File: config.mk
export PLATFORM = sky130hd
export DESIGN_NAME = fir_uart_sequencer_flat
export DESIGN_NICKNAME = d
export VERILOG_FILES = /design/src/rtl/fir_uart_sequencer_if.sv /design/src/rtl/fir_uart_sequencer.sv /design/src/flat_wrapper.sv
export SDC_FILE = /design/constraint.sdc
export NUM_CORES = 1
export LEC_CHECK = 0
export CAP_MARGIN = 20
export CORE_UTILIZATION = 40
export DETAILED_ROUTE_END_ITERATION = 10
export DONT_BUFFER_PORTS = 1
export GPL_ROUTABILITY_DRIVEN = 0
export PLACE_DENSITY = 0.6
export RECOVER_POWER = 25
export SETUP_SLACK_MARGIN = 0.2
export SYNTH_ARGS = -nofsm -noshare
export SYNTH_HDL_FRONTEND = slang
export SYNTH_SLANG_ARGS = --single-unit
File: constraint.sdc
create_clock -name clk -period 3.5 [get_ports clk]
set_input_delay 0.35 -clock clk [delete_from_list [all_inputs] [get_ports clk]]
set_output_delay 0.35 -clock clk [all_outputs]
set_load 0.02 [all_outputs]
File: src/rtl/fir_uart_sequencer_if.sv
// Stream-path bus between the UART receiver/transmitter, the FIR filter and the sequencer.
// The sequencer takes the master view; the surrounding environment takes the slave view.
interface fir_uart_sequencer_if #(
    parameter int IN_WIDTH  = 16,
    parameter int OUT_WIDTH = 38,
    parameter int OFIFO_LOG = 2
);
    logic                 rx_ready;
    logic [7:0]           rx_data;
    logic                 fir_in_valid;
    logic [IN_WIDTH-1:0]  fir_in;
    logic                 fir_out_valid;
    logic [OUT_WIDTH-1:0] fir_out;
    logic                 tx_busy;
    logic                 tx_start;
    logic [7:0]           tx_data;
    logic                 overrun;
    logic                 clear_err;
    logic [OFIFO_LOG:0]   ofifo_level;

    modport master (
        input  rx_ready, rx_data, fir_out_valid, fir_out, tx_busy, clear_err,
        output fir_in_valid, fir_in, tx_start, tx_data, overrun, ofifo_level
    );

    modport slave (
        output rx_ready, rx_data, fir_out_valid, fir_out, tx_busy, clear_err,
        input  fir_in_valid, fir_in, tx_start, tx_data, overrun, ofifo_level
    );
endinterface

File: src/rtl/fir_uart_sequencer.sv
// UART -> FIR -> UART stream sequencer: pairs received bytes into FIR samples, buffers
// (optionally saturated) FIR results in a small FIFO and sends each one as two bytes.
module fir_uart_sequencer #(
    parameter int IN_WIDTH  = 16,
    parameter int OUT_WIDTH = 38,
    parameter int OUT_LSB   = 8,
    parameter int SAT       = 1,
    parameter int OFIFO_LOG = 2
) (
    input  logic                clk,
    input  logic                rst_n,
    fir_uart_sequencer_if.master bus
);
    localparam int DEPTH = 1 << OFIFO_LOG;
    localparam int TOP_W = OUT_WIDTH - OUT_LSB - 15;
    localparam logic [OFIFO_LOG:0] FULL_LVL = (OFIFO_LOG + 1)'(DEPTH);

    typedef enum logic {
        RX_LO,
        RX_HI
    } rx_state_t;

    typedef enum logic [2:0] {
        IDLE,
        SEND_LO,
        GUARD_LO,
        WAIT_LO,
        SEND_HI,
        GUARD_HI,
        WAIT_HI
    } tx_state_t;

    // Bits above the slice must all equal the slice sign bit, otherwise the result clips.
    function automatic logic signed [15:0] f_sat_slice(input logic signed [OUT_WIDTH-1:0] i_v);
        logic [TOP_W-1:0] w_top;
        w_top = i_v[OUT_WIDTH-1:OUT_LSB+15];
        if ((SAT != 0) && !((&w_top) || !(|w_top))) begin
            return i_v[OUT_WIDTH-1] ? 16'sh8000 : 16'sh7fff;
        end
        return $signed(i_v[OUT_LSB+15:OUT_LSB]);
    endfunction

    rx_state_t                   r_rx_state;
    rx_state_t                   w_rx_next;
    logic                        w_rx_word;
    logic [7:0]                  r_lo;
    logic [IN_WIDTH-1:0]         r_fir_in_p1;
    logic                        r_vld_p1;

    tx_state_t                   r_tx_state;
    tx_state_t                   w_tx_next;
    logic                        w_tx_start;
    logic [7:0]                  w_tx_data;

    logic signed [15:0]          r_mem [DEPTH];
    logic signed [15:0]          r_hold;
    logic signed [15:0]          w_slice;
    logic [OFIFO_LOG-1:0]        r_wr_ptr;
    logic [OFIFO_LOG-1:0]        r_rd_ptr;
    logic [OFIFO_LOG:0]          r_level;
    logic                        r_overrun;
    logic                        w_full;
    logic                        w_empty;
    logic                        w_push;
    logic                        w_pop;
    logic                        w_drop;

    // ---- receive side: low byte first, second byte completes the sample
    always_comb begin
        w_rx_next = r_rx_state;
        w_rx_word = 1'b0;
        case (r_rx_state)
            RX_LO: begin
                if (bus.rx_ready) begin
                    w_rx_next = RX_HI;
                end
            end
            RX_HI: begin
                if (bus.rx_ready) begin
                    w_rx_next = RX_LO;
                    w_rx_word = 1'b1;
                end
            end
            default: w_rx_next = RX_LO;
        endcase
    end

    always_ff @(posedge clk or negedge rst_n) begin
        if (!rst_n) begin
            r_rx_state  <= RX_LO;
            r_vld_p1    <= 1'b0;
            r_fir_in_p1 <= '0;
        end else begin
            r_rx_state <= w_rx_next;
            r_vld_p1   <= w_rx_word;
            if (w_rx_word) begin
                r_fir_in_p1 <= {bus.rx_data, r_lo};
            end
        end
    end

    always_ff @(posedge clk) begin
        if ((r_rx_state == RX_LO) && bus.rx_ready) begin
            r_lo <= bus.rx_data;
        end
    end

    // ---- result capture into the output FIFO
    assign w_slice = f_sat_slice($signed(bus.fir_out));
    assign w_full  = (r_level == FULL_LVL);
    assign w_empty = (r_level == '0);
    // A full FIFO still accepts a result when a word leaves on the same edge.
    assign w_push  = bus.fir_out_valid && (!w_full || w_pop);
    assign w_drop  = bus.fir_out_valid && w_full && !w_pop;

    always_ff @(posedge clk or negedge rst_n) begin
        if (!rst_n) begin
            r_wr_ptr  <= '0;
            r_rd_ptr  <= '0;
            r_level   <= '0;
            r_overrun <= 1'b0;
        end else begin
            if (w_push) begin
                r_wr_ptr <= r_wr_ptr + OFIFO_LOG'(1);
            end
            if (w_pop) begin
                r_rd_ptr <= r_rd_ptr + OFIFO_LOG'(1);
            end
            case ({w_push, w_pop})
                2'b10:   r_level <= r_level + (OFIFO_LOG + 1)'(1);
                2'b01:   r_level <= r_level - (OFIFO_LOG + 1)'(1);
                default: r_level <= r_level;
            endcase
            if (w_drop) begin
                r_overrun <= 1'b1;
            end else if (bus.clear_err) begin
                r_overrun <= 1'b0;
            end
        end
    end

    // When full, write and read address coincide; the read still sees the old word.
    always_ff @(posedge clk) begin
        if (w_push) begin
            r_mem[r_wr_ptr] <= w_slice;
        end
        if (w_pop) begin
            r_hold <= r_mem[r_rd_ptr];
        end
    end

    // ---- transmit side: two bytes per word, guard cycle covers tx_busy rise latency
    always_comb begin
        w_tx_next  = r_tx_state;
        w_pop      = 1'b0;
        w_tx_start = 1'b0;
        w_tx_data  = 8'h00;
        case (r_tx_state)
            IDLE: begin
                if (!w_empty && !bus.tx_busy) begin
                    w_pop     = 1'b1;
                    w_tx_next = SEND_LO;
                end
            end
            SEND_LO: begin
                w_tx_start = 1'b1;
                w_tx_data  = r_hold[7:0];
                w_tx_next  = GUARD_LO;
            end
            GUARD_LO: begin
                w_tx_data = r_hold[7:0];
                w_tx_next = WAIT_LO;
            end
            WAIT_LO: begin
                w_tx_data = r_hold[7:0];
                if (!bus.tx_busy) begin
                    w_tx_next = SEND_HI;
                end
            end
            SEND_HI: begin
                w_tx_start = 1'b1;
                w_tx_data  = r_hold[15:8];
                w_tx_next  = GUARD_HI;
            end
            GUARD_HI: begin
                w_tx_data = r_hold[15:8];
                w_tx_next = WAIT_HI;
            end
            WAIT_HI: begin
                w_tx_data = r_hold[15:8];
                if (!bus.tx_busy) begin
                    w_tx_next = IDLE;
                end
            end
            default: w_tx_next = IDLE;
        endcase
    end

    always_ff @(posedge clk or negedge rst_n) begin
        if (!rst_n) begin
            r_tx_state <= IDLE;
        end else begin
            r_tx_state <= w_tx_next;
        end
    end

    assign bus.fir_in_valid = r_vld_p1;
    assign bus.fir_in       = r_fir_in_p1;
    assign bus.tx_start     = w_tx_start;
    assign bus.tx_data      = w_tx_data;
    assign bus.overrun      = r_overrun;
    assign bus.ofifo_level  = r_level;
endmodule
File: src/flat_wrapper.sv
// flat-port wrapper written by rule: the top's interface ports become plain ports
module fir_uart_sequencer_flat 
#(
    parameter int IN_WIDTH  = 16,
    parameter int OUT_WIDTH = 38,
    parameter int OUT_LSB   = 8,
    parameter int SAT       = 1,
    parameter int OFIFO_LOG = 2
)
  (clk, rst_n, bus_rx_ready, bus_rx_data, bus_fir_out_valid, bus_fir_out, bus_tx_busy, bus_clear_err, bus_fir_in_valid, bus_fir_in, bus_tx_start, bus_tx_data, bus_overrun, bus_ofifo_level);
  fir_uart_sequencer_if #(.IN_WIDTH(IN_WIDTH), .OUT_WIDTH(OUT_WIDTH), .OFIFO_LOG(OFIFO_LOG)) bus_i ();
  input  logic clk;
  input  logic rst_n;
  input wire logic [$bits(bus_i.rx_ready)-1:0] bus_rx_ready;
  input wire logic [$bits(bus_i.rx_data)-1:0] bus_rx_data;
  input wire logic [$bits(bus_i.fir_out_valid)-1:0] bus_fir_out_valid;
  input wire logic [$bits(bus_i.fir_out)-1:0] bus_fir_out;
  input wire logic [$bits(bus_i.tx_busy)-1:0] bus_tx_busy;
  input wire logic [$bits(bus_i.clear_err)-1:0] bus_clear_err;
  output wire logic [$bits(bus_i.fir_in_valid)-1:0] bus_fir_in_valid;
  output wire logic [$bits(bus_i.fir_in)-1:0] bus_fir_in;
  output wire logic [$bits(bus_i.tx_start)-1:0] bus_tx_start;
  output wire logic [$bits(bus_i.tx_data)-1:0] bus_tx_data;
  output wire logic [$bits(bus_i.overrun)-1:0] bus_overrun;
  output wire logic [$bits(bus_i.ofifo_level)-1:0] bus_ofifo_level;
  assign bus_i.rx_ready = bus_rx_ready;
  assign bus_i.rx_data = bus_rx_data;
  assign bus_i.fir_out_valid = bus_fir_out_valid;
  assign bus_i.fir_out = bus_fir_out;
  assign bus_i.tx_busy = bus_tx_busy;
  assign bus_i.clear_err = bus_clear_err;
  assign bus_fir_in_valid = bus_i.fir_in_valid;
  assign bus_fir_in = bus_i.fir_in;
  assign bus_tx_start = bus_i.tx_start;
  assign bus_tx_data = bus_i.tx_data;
  assign bus_overrun = bus_i.overrun;
  assign bus_ofifo_level = bus_i.ofifo_level;
  fir_uart_sequencer #(.IN_WIDTH(IN_WIDTH), .OUT_WIDTH(OUT_WIDTH), .OUT_LSB(OUT_LSB), .SAT(SAT), .OFIFO_LOG(OFIFO_LOG)) u_core (.clk(clk), .rst_n(rst_n), .bus(bus_i));
endmodule
Yosys cells after proc, flatten, opt, wreduce, memory -nomap -nowiden
Memory sizes are Yosys's and may differ from the RTL's. A register that Yosys moved wholly into a read port is not among the register bits.
Index checks and enable logic that the tools add are counted.
Word-level totals
  bits in registers: 37
  latch bits: 0
  bits in writable memories: 64
  bits in read-only memories: 0
  input bits: 52
  word-level logic and storage cells: 68
  memories kept: 1
Cells by class
  add/sub/neg operators: 4
  multipliers: 0
  div/mod/pow operators: 0
  magnitude comparators: 0
  eq/ne operators: 12
  shifts and indexed selects: 0
  mux-type cells: 19
  bitwise operators: 1
  reductions and logical operators: 22
Memory list
  u_core.r_mem: words 4, bits a word 16, rd ports 1, clocked after Yosys merged registers in 1, wr ports 1, line fir_uart_sequencer.sv:55  | logic signed [15:0] r_mem [DEPTH];
Operator list (number)
  16-bit 2-to-1 mux: 2
  3-bit one-hot mux with 7 select lines: 1
  8-bit one-hot mux with 2 select lines: 1
  15-bit AND reduction: 1
  15-bit OR reduction: 1
  3-bit == test (second input constant): 4
  1-bit 2-to-1 mux: 10
  3-bit 2-to-1 mux: 3
  3-bit by 2-bit == test with 1-bit output (second input constant): 2
  3-bit zero test: 2
  3-bit one-hot mux with 2 select lines: 1
  3-bit OR reduction: 2
  1-bit logical AND: 5
  1-bit zero test: 5
  2-bit by 1-bit adder with 2-bit output (second input constant): 2
  2-bit != test (second input constant): 2
  2-bit nonzero test: 2
  3-bit by 1-bit adder with 3-bit output (second input constant): 1
  3-bit by 1-bit == test with 1-bit output (second input constant): 1
  3-bit AND reduction: 1
  3-bit by 1-bit subtractor with 3-bit output (second input constant): 1
  2-bit by 1-bit == test with 1-bit output (second input constant): 1
  2-bit == test (second input constant): 1
  1-bit logical OR: 2
  4 further kinds: 4

Depth between registers and ports, before layout
  word-level depth: 9
  mapped depth: 10

Least setup slack after synthesis
OpenSTA, ideal clock, no wires.
  path type: register -> register
  start point: register u_core.r_tx_state[1]
  end point: register u_core.r_level[2] (netlist: u_core.bus.ofifo_level[2])
  setup time: 0.080 ns
  arrival: 2.538 ns
  path slack: 0.882 ns
  cell stages (with the launch flop): 9
  path through: dfrtp_1 > or2_4 > nor4_4 > ha_1 > inv_1 > fa_1 > xor2_1 > nor2_1 > xor2_1
Between the ends
  word-level cells in the longest chain between the ends: 6
  elaborated cells between the ends (all ways): 8
  those cells by class: 2 x eq/ne; 2 x mux; 4 x reduce/logical
Ends and longest elaborated chain
  from (decl): line fir_uart_sequencer.sv:50  | tx_state_t r_tx_state;
  from (signal assigned): line fir_uart_sequencer.sv:203  | r_tx_state <= w_tx_next;
  3-bit zero test (*): line fir_uart_sequencer.sv:158  | case (r_tx_state)
  1-bit 2-to-1 mux (*): line fir_uart_sequencer.sv:158
  named net u_core.w_pop: line fir_uart_sequencer.sv:65  | logic w_pop;
  1-bit logical OR: line fir_uart_sequencer.sv:113  | assign w_push = bus.fir_out_valid && (!w_full || w_pop);
  1-bit logical AND: line fir_uart_sequencer.sv:113
  2-bit by 1-bit == test with 1-bit output / 2-bit == test (equally long branches): line fir_uart_sequencer.sv:129  | case ({w_push, w_pop})
  3-bit one-hot mux with 2 select lines / 2-bit nonzero test (equally long branches)
  to (signal assigned): line fir_uart_sequencer.sv:130  | 2'b10: r_level <= r_level + (OFIFO_LOG + 1)'(1);
  to (signal assigned): line fir_uart_sequencer.sv:131  | 2'b01: r_level <= r_level - (OFIFO_LOG + 1)'(1);
  to (signal assigned): line fir_uart_sequencer.sv:132  | default: r_level <= r_level;
  to (decl): line fir_uart_sequencer.sv:60  | logic [OFIFO_LOG:0] r_level;
Mark *: on every way through the listed nets, which the timed path passes. The rest lies on a longest branch.
A chain may end at the register's enable or synchronous reset.

Final worst setup path
  start point: register u_core.r_tx_state[2]
  end point: register u_core.r_level[2] (netlist: u_core.bus.ofifo_level[2])
Between the ends
  word-level cells in the longest chain between the ends: 6
  elaborated cells between the ends (all ways): 8
  those cells by class: 2 x eq/ne; 2 x mux; 4 x reduce/logical
Ends and longest elaborated chain (line)
  3-bit zero test (*): fir_uart_sequencer.sv:158
  1-bit 2-to-1 mux (*): fir_uart_sequencer.sv:158
  1-bit logical OR: fir_uart_sequencer.sv:113
  1-bit logical AND: fir_uart_sequencer.sv:113
  2-bit by 1-bit == test with 1-bit output / 2-bit == test (equally long branches): fir_uart_sequencer.sv:129
  3-bit one-hot mux with 2 select lines / 2-bit nonzero test (equally long branches)
Every way passes the cells marked *; elsewhere a longest branch is shown, timed or not.

==> run_results.csv <==
group,metric,value,unit
finish,n_fill_cell,975,
synth,synth_cell_types,37,
routing,num_vias,2385,
clock_tree,clock_latency,400,ps
place,portBuffers,0,
sta,final_hold_viol_count,0,
clock_tree,clock_sinks,117,
die,io_pins,82,
worst_setup_path,endpoint_kind,"register",
clock_tree,path_clk_slew,50,ps
die,die-area,12300,sq um
clock_tree,cts_buffers,17,
synth,async_flop_share,24.8,%
routing,wl,8410,um
die,num_rows,39,
finish,final_layout_size_suffix_gt1_share,23.1,%
sta,fin_setup_tns,0,ps
worst_setup_path,path_class,"reg -> reg",
run_status,violations,"capacitance limit, slew limit",
synth,syn_area_per_cell,16.8,sq um
sta,setup_viol,0,
sta,slew_headroom,-5.88,%
sta,fin_skew,9.20,ps
clock_tree,cts-root-buf,"clkbuf_16",
routing,ant_nets,0,
sta,finalMaxSlewViolations,30,
routing,drc,0,
finish,insertedDiodeCount,0,
synth,synth.most_common_cell,"edfxtp_1",
synth,synth_area_leader_cell,"edfxtp_1",
clock_tree,cts_resized,0,
synth,synth_top_area_share,55.8,%
grt,globalRouteTotalUtil,15.2,%
place,place_ws,1030,ps
worst_hold_path,worstHoldStart,"bus_fir_out[37]",
synth,synth_edf_count,88,
finish,finalNonFillerCells,450,
sta,fmax,407,MHz
routing,dr.pass1.iters,4,
worst_setup_path,r2r_cells,9,
synth,ys_warn_count,0,
sta,rsz0062_at_grt,"no",
grt,grt.overflow.total,0,
run_status,status,"finished, violations left",
power_and_ir_drop,leakage,1.99,nW
clock_tree,cts_tree,"built",
worst_setup_path,cp_max_fo,24,
grt,grt_max_degree,30,
synth,syn_area,4730,sq um
finish,layout-area-overhead-vs-synth,15.8,%
worst_setup_path,start_kind,"register",
die,core_area,11500,sq um
die,start_util,41.3,%
power_and_ir_drop,power.density,922,nW/um^2
clock_tree,cts.path.max_buffers,2,
synth,synthTopCellsByArea,"edfxtp_1, dfrtp_1, mux4_2, mux2_2, o21ai_0",
flow_run,max_cap_violations,1,
finish,nets,355,
routing,drtIter0Drc,113,
sta,worstMarginPinSlew,1590,ps
grt,grt_pass1_vias,2602,
routing,via_per_inst,5.30,
sta,fin_ws,1040,ps
place,placedCellCount,417,
grt,grt_pass1_wl,13700,um
sta,period_share,70.2,%
synth,syn_inst,282,
worst_hold_path,hold_end,"u_core.r_mem[2][15]$_DFFE_PP_",
worst_setup_path,reg2reg_to,"u_core.bus.ofifo_level[2]$_DFFE_PN0P_",
grt,antenna_found_initial,0,
routing,wl_per_cell,18.7,um
synth,synth_top_cells_by_count,"edfxtp_1, dfrtp_1, nand2_1",
worst_setup_path,arrival,2780,ps
sta,holdWs,39.0,ps
worst_setup_path,r2r-start,"u_core.r_tx_state[2]$_DFFE_PN0P_",
clock_tree,htree_levels,4,
die,fp.dieH,111,um
synth,ys_seq_area_share,71.1,%
worst_hold_path,hold_path_class,"in -> reg",
worst_setup_path,reg2reg_slack,1040,ps
synth,synth_ff_type,"edfxtp_1",
worst_setup_path,cp.required,3830,ps
sta,fin_crit,2460,ps
worst_hold_path,holdPathStages,0,
synth,synth_nets,342,
place,dp_hpwl,5270,um
finish,final_area,5480,sq um
place,postPlaceCellArea,4870,sq um
die,die_w,111,um
power_and_ir_drop,ir_drop,0.000560,V
synth,ys_ff_latch,117,
==> area by class of cell <==
class,instances,area [sq um],share of cell area (%)
clock inverters,13,164,2.99
well taps,143,179,3.26
repair buffers,8,58.8,1.07
inverters,11,41.3,0.753
flip-flops and latches,117,3370,61.4
clock buffers,18,429,7.83
multi-input cells,140,1240,22.6
==> kinds of logic (layout without fill, tap and decap cells) <==
family / after synthesis / after routing / synth area share (%)
buffers and inverters: 25 / 50 / 2.64
and+or+nand+nor: 60 / 60 / 6.95
xor gates and xnor gates: 7 / 7 / 1.29
muxes: 33 / 33 / 11.6
AOI/OAI and AO/OA: 31 / 31 / 3.86
adders and majority gates: 9 / 9 / 2.48
DFF: 117 / 117 / 71.1
==> cells in the final DEF, fill, tap and decap left out, drive strengths merged, types with 3 or more instances in the layout <==
cell,count
edfxtp,88
dfrtp,29
nand2,27
o21ai,26
clkbuf,19
mux4,16
mux2,16
inv,11
nand3,10
clkinv,9
ha,7
buf,6
nor4,5
and3,4
xnor2,4
bufinv,4
nor3,3
nor2,3
xor2,3
nand4,3
==> layer usage <==
| layer | up-vias | track usage [%] | wire (um) |
|---|---|---|---|
| li1 | 1096 | - | - |
| met1 | 1197 | 17.7 | 3590 |
| met2 | 80 | 25.1 | 4220 |
| met3 | 12 | 5.74 | 494 |
| met4 | 0 | 6.67 | 106 |
| met5 | - | 0 | 0 |
==> critical path, stage by stage (launching register included) <==
cell and delay (ps):
dfrtp_1 830, o311ai_4 230, and2_2 270, inv_1 60, ha_1 160, inv_1 60
fa_1 370, xor2_1 150, nor2_1 110, xor2_1 140
==> state kept, by name, summed over array words and instances, names as in the netlist <==
| signal | cells |
|---|---|
| u_core.r_hold | 16 |
| u_core.bus.ofifo_level | 3 |
| u_core.r_mem | 64 |
| u_core.r_lo | 8 |
| u_core.bus.fir_in_valid | 1 |
| u_core.r_rd_ptr | 2 |
| u_core.bus.fir_in | 16 |
| u_core.r_wr_ptr | 2 |
| u_core.bus.overrun | 1 |
| u_core.r_tx_state | 3 |
| u_core.r_rx_state | 1 |
==> worst max-delay path by stage <==
stage                                           from                               endpoint  slack (ps)
global route        u_core.r_tx_state[2]$_DFFE_PN0P_  u_core.bus.ofifo_level[2]$_DFFE_PN0P_         820
CTS                 u_core.r_tx_state[2]$_DFFE_PN0P_  u_core.bus.ofifo_level[2]$_DFFE_PN0P_        1040
finish              u_core.r_tx_state[2]$_DFFE_PN0P_  u_core.bus.ofifo_level[2]$_DFFE_PN0P_        1040
global placement    u_core.r_tx_state[2]$_DFFE_PN0P_  u_core.bus.ofifo_level[2]$_DFFE_PN0P_        1100
detailed placement  u_core.r_tx_state[2]$_DFFE_PN0P_  u_core.bus.ofifo_level[2]$_DFFE_PN0P_        1030
floorplan           u_core.r_tx_state[1]$_DFFE_PN0P_  u_core.bus.ofifo_level[2]$_DFFE_PN0P_         880
==> power breakdown <==
part           internal (W)  switching [W]  leakage, nW  total (W)
Sequential          0.00192       0.000388         1.15    0.00230
Clock               0.00117       0.000556        0.293    0.00173
Combinational      0.000459       0.000568        0.547    0.00103
==> repair_timing <==
action                                  4_1_cts  5_1_grt
hold endpoints to repair                     29        0
hold buffers                                  2        0
endpoints found under the setup margin        0        0
buffers inserted                              0        0
==> through the flow <==
step | util (%) | total power, W
floorplan | - | 0.00309
global placement | 42.5 | 0.00334
detailed placement | 42.5 | 0.00338
CTS | 47.9 | 0.00514
global route | 47.8 | 0.00532
finish | 47.8 | 0.00506
No activity file was read; power rests on OpenSTA's default activity.
